<file path="config.mk">
export PLATFORM = sky130hd
export DESIGN_NAME = k2_prog_loader_flat
export DESIGN_NICKNAME = d
export VERILOG_FILES = /design/src/rtl/k2_loader_pkg.sv /design/src/rtl/k2_prog_loader_if.sv /design/src/rtl/k2_prog_loader.sv /design/src/flat_wrapper.sv
export SDC_FILE = /design/constraint.sdc
export NUM_CORES = 1
export LEC_CHECK = 0
export CAP_MARGIN = 15
export CORE_UTILIZATION = 45
export CTS_CLUSTER_DIAMETER = 120
export DETAILED_ROUTE_END_ITERATION = 10
export DONT_BUFFER_PORTS = 1
export HOLD_SLACK_MARGIN = 0.12
export PLACE_DENSITY = 0.59
export SYNTH_ARGS = -nofsm -noshare
export SYNTH_HDL_FRONTEND = slang
export SYNTH_SLANG_ARGS = --single-unit
</file>
<file path="constraint.sdc">
create_clock -name clk -period 2.2 [get_ports clk]
set_input_delay 0.66 -clock clk [delete_from_list [all_inputs] [get_ports clk]]
set_output_delay 0.66 -clock clk [all_outputs]
set_load 0.005 [all_outputs]
</file>
<file path="src/rtl/k2_loader_pkg.sv">
// k2_loader_pkg: shared types and constants for the K2 program loader.
//   state_t        loader FSM states
//   SYNC_BYTE_DEF  default frame start marker
//   ERR_*          err_code values reported on the loader's err_code port
package k2_loader_pkg;

  typedef enum logic [2:0] {
    ST_IDLE,
    ST_LEN,
    ST_DATA,
    ST_CSUM,
    ST_DONE,
    ST_ERR
  } state_t;

  localparam logic [7:0] SYNC_BYTE_DEF = 8'hA5;

  localparam logic [1:0] ERR_NONE = 2'd0;
  localparam logic [1:0] ERR_LEN  = 2'd1;
  localparam logic [1:0] ERR_CSUM = 2'd2;

endpackage

</file>
<file path="src/rtl/k2_prog_loader_if.sv">
// k2_prog_loader_if: byte-stream input handshake plus program-RAM write port.
//   in_data/in_valid/in_ready  framed byte stream (accept on valid & ready)
//   mem_we/mem_addr/mem_wdata  program memory write port
// Modports:
//   slave  - the loader (consumes the stream, drives the RAM write port)
//   master - the environment (drives the stream, observes the write port)
interface k2_prog_loader_if #(
  parameter int ADDR_W = 8,
  parameter int DATA_W = 8
);

  logic [DATA_W-1:0] in_data;
  logic              in_valid;
  logic              in_ready;
  logic              mem_we;
  logic [ADDR_W-1:0] mem_addr;
  logic [DATA_W-1:0] mem_wdata;

  modport slave (
    input  in_data, in_valid,
    output in_ready, mem_we, mem_addr, mem_wdata
  );

  modport master (
    output in_data, in_valid,
    input  in_ready, mem_we, mem_addr, mem_wdata
  );

endinterface

</file>
<file path="src/rtl/k2_prog_loader.sv">
// k2_prog_loader: fills K2 program memory from a framed byte stream
// (SYNC, LEN, LEN instruction bytes, CSUM = sum of instructions mod 256)
// and releases the CPU from reset once a frame loads cleanly.
// Ports:
//   clk, reset    clock (rising edge), async active-high reset
//   start         one-cycle pulse; aborts any frame and restarts loading
//   bus           k2_prog_loader_if.slave: byte stream in, RAM write out
//   cpu_hold      1 = CPU held in reset
//   done, error   frame accepted / frame rejected (sticky until start)
//   err_code      ERR_NONE, ERR_LEN (zero length), ERR_CSUM
//   loaded_len    instruction count of the last accepted frame
//
// state   | meaning
// IDLE    | hunting for SYNC_BYTE, other bytes discarded
// LEN     | next byte is the instruction count
// DATA    | writing instruction bytes to memory
// CSUM    | next byte is compared with the running sum
// DONE    | frame loaded, CPU released, stream stalled
// ERR     | frame rejected, CPU held, stream stalled
module k2_prog_loader
  import k2_loader_pkg::*;
#(
  parameter int                ADDR_W    = 8,
  parameter int                DATA_W    = 8,
  parameter logic [DATA_W-1:0] SYNC_BYTE = DATA_W'(SYNC_BYTE_DEF)
) (
  input  logic                clk,
  input  logic                reset,
  input  logic                start,
  k2_prog_loader_if.slave     bus,
  output logic                cpu_hold,
  output logic                done,
  output logic                error,
  output logic [1:0]          err_code,
  output logic [7:0]          loaded_len
);

  state_t            state_q, state_d;
  logic [7:0]        len_q;
  logic [7:0]        count_q;
  logic [DATA_W-1:0] sum_q;
  logic              accept;
  logic              last_data;
  logic              len_zero;
  logic              csum_ok;

  // Ready is dropped during start so the byte offered in that cycle is
  // left for the restarted frame instead of being swallowed.
  assign bus.in_ready = (state_q inside {ST_IDLE, ST_LEN, ST_DATA, ST_CSUM}) && !start;
  assign accept       = bus.in_valid && bus.in_ready;
  assign last_data    = (count_q == len_q - 8'd1);
  assign len_zero     = (bus.in_data == '0);
  assign csum_ok      = (bus.in_data == sum_q);

  always_ff @(posedge clk or posedge reset) begin
    if (reset) state_q <= ST_IDLE;
    else       state_q <= state_d;
  end

  always_comb begin
    state_d = state_q;
    if (start) begin
      state_d = ST_IDLE;
    end else if (accept) begin
      case (state_q)
        ST_IDLE: if (bus.in_data == SYNC_BYTE) state_d = ST_LEN;
        ST_LEN:  state_d = len_zero ? ST_ERR : ST_DATA;
        ST_DATA: if (last_data) state_d = ST_CSUM;
        ST_CSUM: state_d = csum_ok ? ST_DONE : ST_ERR;
        default: state_d = state_q;
      endcase
    end
  end

  always_ff @(posedge clk or posedge reset) begin
    if (reset) begin
      cpu_hold      <= 1'b1;
      done          <= 1'b0;
      error         <= 1'b0;
      err_code      <= ERR_NONE;
      loaded_len    <= 8'd0;
      len_q         <= 8'd0;
      count_q       <= 8'd0;
      sum_q         <= '0;
      bus.mem_we    <= 1'b0;
      bus.mem_addr  <= '0;
      bus.mem_wdata <= '0;
    end else begin
      bus.mem_we <= 1'b0;
      if (start) begin
        cpu_hold <= 1'b1;
        done     <= 1'b0;
        error    <= 1'b0;
        err_code <= ERR_NONE;
        count_q  <= 8'd0;
        sum_q    <= '0;
      end else if (accept) begin
        case (state_q)
          ST_LEN: begin
            if (len_zero) begin
              error    <= 1'b1;
              err_code <= ERR_LEN;
            end else begin
              len_q   <= 8'(bus.in_data);
              count_q <= 8'd0;
              sum_q   <= '0;
            end
          end
          ST_DATA: begin
            bus.mem_we    <= 1'b1;
            bus.mem_addr  <= ADDR_W'(count_q);
            bus.mem_wdata <= bus.in_data;
            count_q       <= count_q + 8'd1;
            sum_q         <= sum_q + bus.in_data;
          end
          ST_CSUM: begin
            if (csum_ok) begin
              done       <= 1'b1;
              cpu_hold   <= 1'b0;
              loaded_len <= len_q;
            end else begin
              error    <= 1'b1;
              err_code <= ERR_CSUM;
            end
          end
          default: ;
        endcase
      end
    end
  end

endmodule

</file>
<file path="src/flat_wrapper.sv">
// flat-port wrapper written by rule: the top's interface ports become plain ports
module k2_prog_loader_flat import k2_loader_pkg::*;
#(
  parameter int                ADDR_W    = 8,
  parameter int                DATA_W    = 8,
  parameter logic [DATA_W-1:0] SYNC_BYTE = DATA_W'(SYNC_BYTE_DEF)
)
  (clk, reset, start, cpu_hold, done, error, err_code, loaded_len, bus_in_data, bus_in_valid, bus_in_ready, bus_mem_we, bus_mem_addr, bus_mem_wdata);
  k2_prog_loader_if #(.ADDR_W(ADDR_W), .DATA_W(DATA_W)) bus_i ();
  input  logic clk;
  input  logic reset;
  input  logic start;
  output logic cpu_hold;
  output logic done;
  output logic error;
  output logic [1:0] err_code;
  output logic [7:0] loaded_len;
  input wire logic [$bits(bus_i.in_data)-1:0] bus_in_data;
  input wire logic [$bits(bus_i.in_valid)-1:0] bus_in_valid;
  output wire logic [$bits(bus_i.in_ready)-1:0] bus_in_ready;
  output wire logic [$bits(bus_i.mem_we)-1:0] bus_mem_we;
  output wire logic [$bits(bus_i.mem_addr)-1:0] bus_mem_addr;
  output wire logic [$bits(bus_i.mem_wdata)-1:0] bus_mem_wdata;
  assign bus_i.in_data = bus_in_data;
  assign bus_i.in_valid = bus_in_valid;
  assign bus_in_ready = bus_i.in_ready;
  assign bus_mem_we = bus_i.mem_we;
  assign bus_mem_addr = bus_i.mem_addr;
  assign bus_mem_wdata = bus_i.mem_wdata;
  k2_prog_loader #(.ADDR_W(ADDR_W), .DATA_W(DATA_W), .SYNC_BYTE(SYNC_BYTE)) u_core (.clk(clk), .reset(reset), .start(start), .bus(bus_i), .cpu_hold(cpu_hold), .done(done), .error(error), .err_code(err_code), .loaded_len(loaded_len));
endmodule
</file>
==> results of run 1 <==
-- Yosys cell counts, types with 2 or more instances --
cell      instances
o31ai_1           3
nand3b_1          3
buf_6             2
o21a_1            2
nor3_1            4
nand4_1           3
dfrtp_1          56
a22o_1            4
nor2_1           11
nand2b_1          2
or2_2             2
and3_1            2
or4_1             2
inv_1             8
xnor2_1           7
and3b_1           2
and4_1            2
nand2_1          67
nand3_1           4
o21ai_2           3
mux2_2           14
a31oi_1           3
a21oi_1           9
ha_1              9
xor2_1            8
buf_2             4
a21boi_0          2
o21ai_0          20
nor4_1            2
a21o_1            2
clkbuf_1          3
-- flip-flops by register name, summed over array words and instances, names as in the netlist, 2 cells and up --
| name | flops |
|---|---|
| u_core.bus.mem_wdata | 8 |
| u_core.state_q | 3 |
| u_core.bus.mem_addr | 8 |
| u_core.count_q | 8 |
| u_core.sum_q | 8 |
| u_core.len_q | 8 |
| u_core.loaded_len | 8 |
| u_core.err_code | 2 |
-- layer usage --
metal | up-vias | track usage [%]
li1 | 1086 | -
met1 | 1099 | 28.9
met2 | 42 | 30.3
met3 | 7 | 5.67
met4 | 0 | 9.40
met5 | - | 0
-- area by class of cell --
type                       instances  share of cell area (%)
clock buffer                       9                    3.62
clock inverter                     7                    3.03
inverter                           9                   0.986
multi-input combinational        218                    42.5
sequential                        57                    41.7
tap                               77                    2.81
timing repair buffer              23                    5.41
-- worst paths after layout --
path                            startpoint                      to  slack, ps  cells past startpoint
setup / recovery           u_core.sum_q[5]    u_core.loaded_len[6]        240                      7
min in group clk                     start      u_core.err_code[0]        380                      1
setup reg to reg           u_core.sum_q[5]    u_core.loaded_len[6]        240                      7
hold reg to reg            u_core.sum_q[6]         u_core.sum_q[6]        490                      2
hold / removal                       reset  u_core.bus.mem_addr[6]        260                      2
max in group asynchronous            reset         u_core.cpu_hold       1650                      2
-- where the power goes --
group	total (mW)	switching (mW)	internal (mW)
sequential	1.53	0.266	1.26
combinational	1.04	0.514	0.524
clock	1.11	0.460	0.649
total	3.67	1.24	2.43
-- cell families after synthesis --
| logic type | after synthesis | synth area share [%] |
|---|---|---|
| AND/OR/NAND/NOR | 120 | 20.9 |
| AO/OA/AOI/OAI | 58 | 13.5 |
| flip-flops | 57 | 47.9 |
| buffers and inverters | 19 | 3.19 |
| XOR/XNOR | 15 | 4.41 |
| multiplexers | 15 | 5.63 |
| adder cells (fa/ha/maj) | 10 | 4.45 |
-- through the flow --
step	hold slack (ps)	TNS, ps	worst slack, ps	util, %
finish	258	0	238	53.6
global route	267	0	143	53.6
CTS	260	0	252	53.6
detailed placement	474	-115	-23.1	50.1
global placement	470	0	2.33	50.1
floorplan	452	0	82.1	-
==> impl_metrics.ini, run 1 <==
[outcome]
status = finished, final reports clean

[grt]
track_usage_pct = 20.8
grt_max_degree = 58
grt_overflow_total = 0
grt_pass1_wl_mm = 11.1
first_global_vias = 2246
grt_antenna_before_repair = 0

[drt]
met1_length_mm = 3.17
wl_met3_microns = 259
wire_per_inst_microns = 16.3
wirelength_mm = 6.52
final_antenna_net_count = 0
drc = 0
num_vias = 2234
met2_length_mm = 2.99
drtIter0Drc = 128
firstDrtPassIters = 4
post_drt_via_cell_ratio = 5.59
top_layer = met4

[finish]
antenna-diode-count = 0
layout.cells.most_common_list = nand2_1, dfrtp_1, buf_4, o21ai_0, mux2_2
stdcell_area_sq_mm = 0.00343
final_nets = 340
layout.cells.non_filler = 400
mostFrequentLayoutCell = nand2_1
multi_input_area_sq_mm = 0.00146
nFillCells = 596
area_growth_pct = 15.0
layout-drive-gt1-share_pct = 21.1
final-seq-area_sq_mm = 0.00143

[clock_tree]
cts_resized = 0
htree_levels = 3
clkTransAtPathRegs_ps = 80
cts_hold_buf = 0
clock_latency_ps = 340
cts_buffer_depth = 2
cts.sinks = 57
cts-root-buf = clkbuf_8
cts_made_buffers = 9
cts_setup_buffers = 0
cts_tree = built

[power]
total_power_mw = 3.67
power.leakage_nw = 1.66
ir_drop_mv = 0.587
powerDensity_mw_per_mm2 = 1070

[yosys]
synth.area.top_cells = dfrtp_1, nand2_1, mux2_2
ys_ff_latch = 57
yosysSeqAreaShare_pct = 47.9
ys_types = 60
syn_inst = 294
ys_warn_count = 0
postSynthAreaPerCell_sq_um = 10.1
synth_top_cell_area_share_pct = 47.1
yosys.area.top_type = dfrtp_1
ys.flop_type = dfrtp_1
synth_area_sq_mm = 0.00298
async_flop_share_pct = 100
syn_nets = 316
synth_edf_count = 0

[place]
gp_congestion = 0.839
postPlaceCellArea_sq_mm = 0.00320
dp_hpwl_mm = 4.63
numPortBuffers = 0
dp_cells = 384

[worst_setup_path]
end_kind = flip-flop
cp.buffers_inverters = 2
crit_arrival_ps = 2180
max_stage_delay_ps = 380
crit_family = simple AND/OR/NAND/NOR gates
crit_type = reg2reg
crit_fanout = 9
start_kind = flip-flop
path_cells = ha_1 -> nor3_1 -> nand4_1 -> inv_1 -> nand3b_1 -> buf_4 -> mux2_2
cp_slowest_cell = dfrtp_1
cp.required_ps = 2420

[die]
rows = 29
ios = 43
dieArea_sq_mm = 0.00695
die_w_microns = 83.3
start_util_pct = 46.6
core_area_sq_mm = 0.00639
die_y_microns = 83.3

[sta]
finalCritPeriodShare_pct = 89.2
rsz0062_at_grt = false
timing.fmax_mhz = 510
fin_worst_skew_ps = 9.06
worst_pin_slew_ps = 496
finalCriticalPeriod_ps = 1960
slew_viol_final = 0
finalHoldViolations = 0
setup_viol = 0
slew_headroom_pct = 66.9

[min_path]
min_path_type = in2async

[job]
maxCapViolCount = 0
(Power assumes the default switching activity.)
==> run 2, diff against run 1 <==
--- a/config.mk
+++ b/config.mk
@@ -8,10 +8,12 @@
 export CAP_MARGIN = 15
 export CORE_UTILIZATION = 45
 export CTS_CLUSTER_DIAMETER = 120
+export CTS_CLUSTER_SIZE = 25
 export DETAILED_ROUTE_END_ITERATION = 10
 export DONT_BUFFER_PORTS = 1
 export HOLD_SLACK_MARGIN = 0.12
 export PLACE_DENSITY = 0.59
+export SKIP_CTS_REPAIR_TIMING = 1
 export SYNTH_ARGS = -nofsm -noshare
 export SYNTH_HDL_FRONTEND = slang
 export SYNTH_SLANG_ARGS = --single-unit
==> results of run 2 <==
The final DEF is identical to that of run 1; final timing and power are the same.
==> run 3, diff against run 2 <==
--- a/config.mk
+++ b/config.mk
@@ -13,6 +13,7 @@
 export DONT_BUFFER_PORTS = 1
 export HOLD_SLACK_MARGIN = 0.12
 export PLACE_DENSITY = 0.59
+export SETUP_SLACK_MARGIN = 0.1
 export SKIP_CTS_REPAIR_TIMING = 1
 export SYNTH_ARGS = -nofsm -noshare
 export SYNTH_HDL_FRONTEND = slang
==> impl_metrics.ini, run 3 (synthesized netlist as in run 1, its figures left out) <==
[place]
gp_congestion = 0.849
numPortBuffers = 0
postPlaceCellArea_sq_mm = 0.00315
preCtsSetupSlack_ps = -37.0
dp_hpwl_mm = 4.40

[worst_setup_path]
rr_startpoint = u_core.sum_q[0]
worst_r2r_endpoint = u_core.loaded_len[0]
crit_arrival_ps = 2180
start_kind = flip-flop
crit_fanout = 10
end_kind = flip-flop
crit_type = reg2reg
cp.required_ps = 2420
reg2reg_setup_slack_ps = 240
rr_worst_depth = 7

[die]
rows = 29
start_util_pct = 46.6
ios = 43
core_area_sq_mm = 0.00639
dieArea_sq_mm = 0.00695
die_y_microns = 83.3
die_w_microns = 83.3

[sta]
slew_headroom_pct = 62.1
finalHoldViolations = 0
timing.fmax_mhz = 510
fin_ws_ps = 240
slew_viol_final = 0
fin_worst_skew_ps = 5.54
rsz0062_at_grt = false
finalCritPeriodShare_pct = 89.1
worst_pin_slew_ps = 565
finalCriticalPeriod_ps = 1960
setup_viol = 0

[power]
power.leakage_nw = 1.61
total_power_mw = 3.62
ir_drop_mv = 0.619
powerDensity_mw_per_mm2 = 1080

[clock_tree]
cts_tree = built
cts-root-buf = clkbuf_8
clkTransAtPathRegs_ps = 70
cts_buffer_depth = 2
clock_latency_ps = 340
cts.sinks = 57
cts_made_buffers = 9
htree_levels = 3

[grt]
grt_antenna_before_repair = 0
grt_max_degree = 58
first_global_vias = 2100
grt_overflow_total = 0
track_usage_pct = 19.6
grt_pass1_wl_mm = 10.6

[finish]
antenna-diode-count = 0
mostFrequentLayoutCell = nand2_1
final_nets = 333
layout-drive-gt1-share_pct = 19.0
area_growth_pct = 12.9
final-seq-area_sq_mm = 0.00143
nFillCells = 602
multi_input_area_sq_mm = 0.00146
stdcell_area_sq_mm = 0.00336
layout.cells.most_common_list = nand2_1, dfrtp_1, o21ai_0, buf_4, mux2_2

[drt]
wirelength_mm = 6.49
final_antenna_net_count = 0
post_drt_via_cell_ratio = 5.59
drtIter0Drc = 106
firstDrtPassIters = 4
drc = 0
wire_per_inst_microns = 16.5
num_vias = 2195

[min_path]
min_path_type = in2async

[outcome]
status = finished, final reports clean

[job]
maxCapViolCount = 0
[run 3: cell types whose count changed in the layout (fill, tap and decap cells not counted), sizes merged]
cell and change:
buf -7, clkinvlp +2, clkinv -3, inv -1
clkbuf +2
[run 3: through the flow]
| stage | utilization, % | hold WS (ps) | setup TNS, ps | std cells |
|---|---|---|---|---|
| floorplan | - | 452 | 0 | 294 |
| global placement | 49.3 | 467 | -96.2 | 377 |
| detailed placement | 49.3 | 471 | -231 | 377 |
| CTS | 52.6 | 260 | 0 | 393 |
| global route | 52.6 | 266 | 0 | 393 |
| finish | 52.6 | 256 | 0 | 393 |
[run 3: final cells by class]
type,instances,share of cell area [%]
multi-input combinational,218,43.4
sequential,57,42.5
timing repair buffer,16,3.95
clock buffer,11,3.91
tap,77,2.87
clock inverter,5,2.38
inverter,9,1.01
[run 3: power by group]
group	internal (mW)	total [mW]	switching, mW
registers	1.26	1.53	0.267
clock network	0.636	1.07	0.437
logic	0.503	1.02	0.514
[run 3: worst max path at each step]
stage                               start              endpoint  slack, ps
after floorplan            bus_in_data[6]       u_core.sum_q[7]        110
after global placement     bus_in_data[0]  u_core.loaded_len[1]        -10
after detailed placement   bus_in_data[0]  u_core.loaded_len[0]        -40
after CTS                 u_core.sum_q[0]  u_core.loaded_len[0]        240
after global routing      u_core.sum_q[0]  u_core.loaded_len[2]        130
final                     u_core.sum_q[0]  u_core.loaded_len[0]        240
[run 3: layer usage]
metal | GRT usage (%) | vias up | wire (microns)
met5 | 0 | - | 0
met4 | 8.93 | 0 | 95
met3 | 5.27 | 9 | 346
met2 | 28.2 | 58 | 2820
met1 | 27.3 | 1060 | 3230
li1 | - | 1068 | -
[run 3: critical path, stage by stage (launching register included)]
cell      delay, ps
dfrtp_1         390
ha_1            290
nor4_1          330
nand4_1         190
inv_1           110
nand3b_1         80
buf_4           180
mux2_2          270
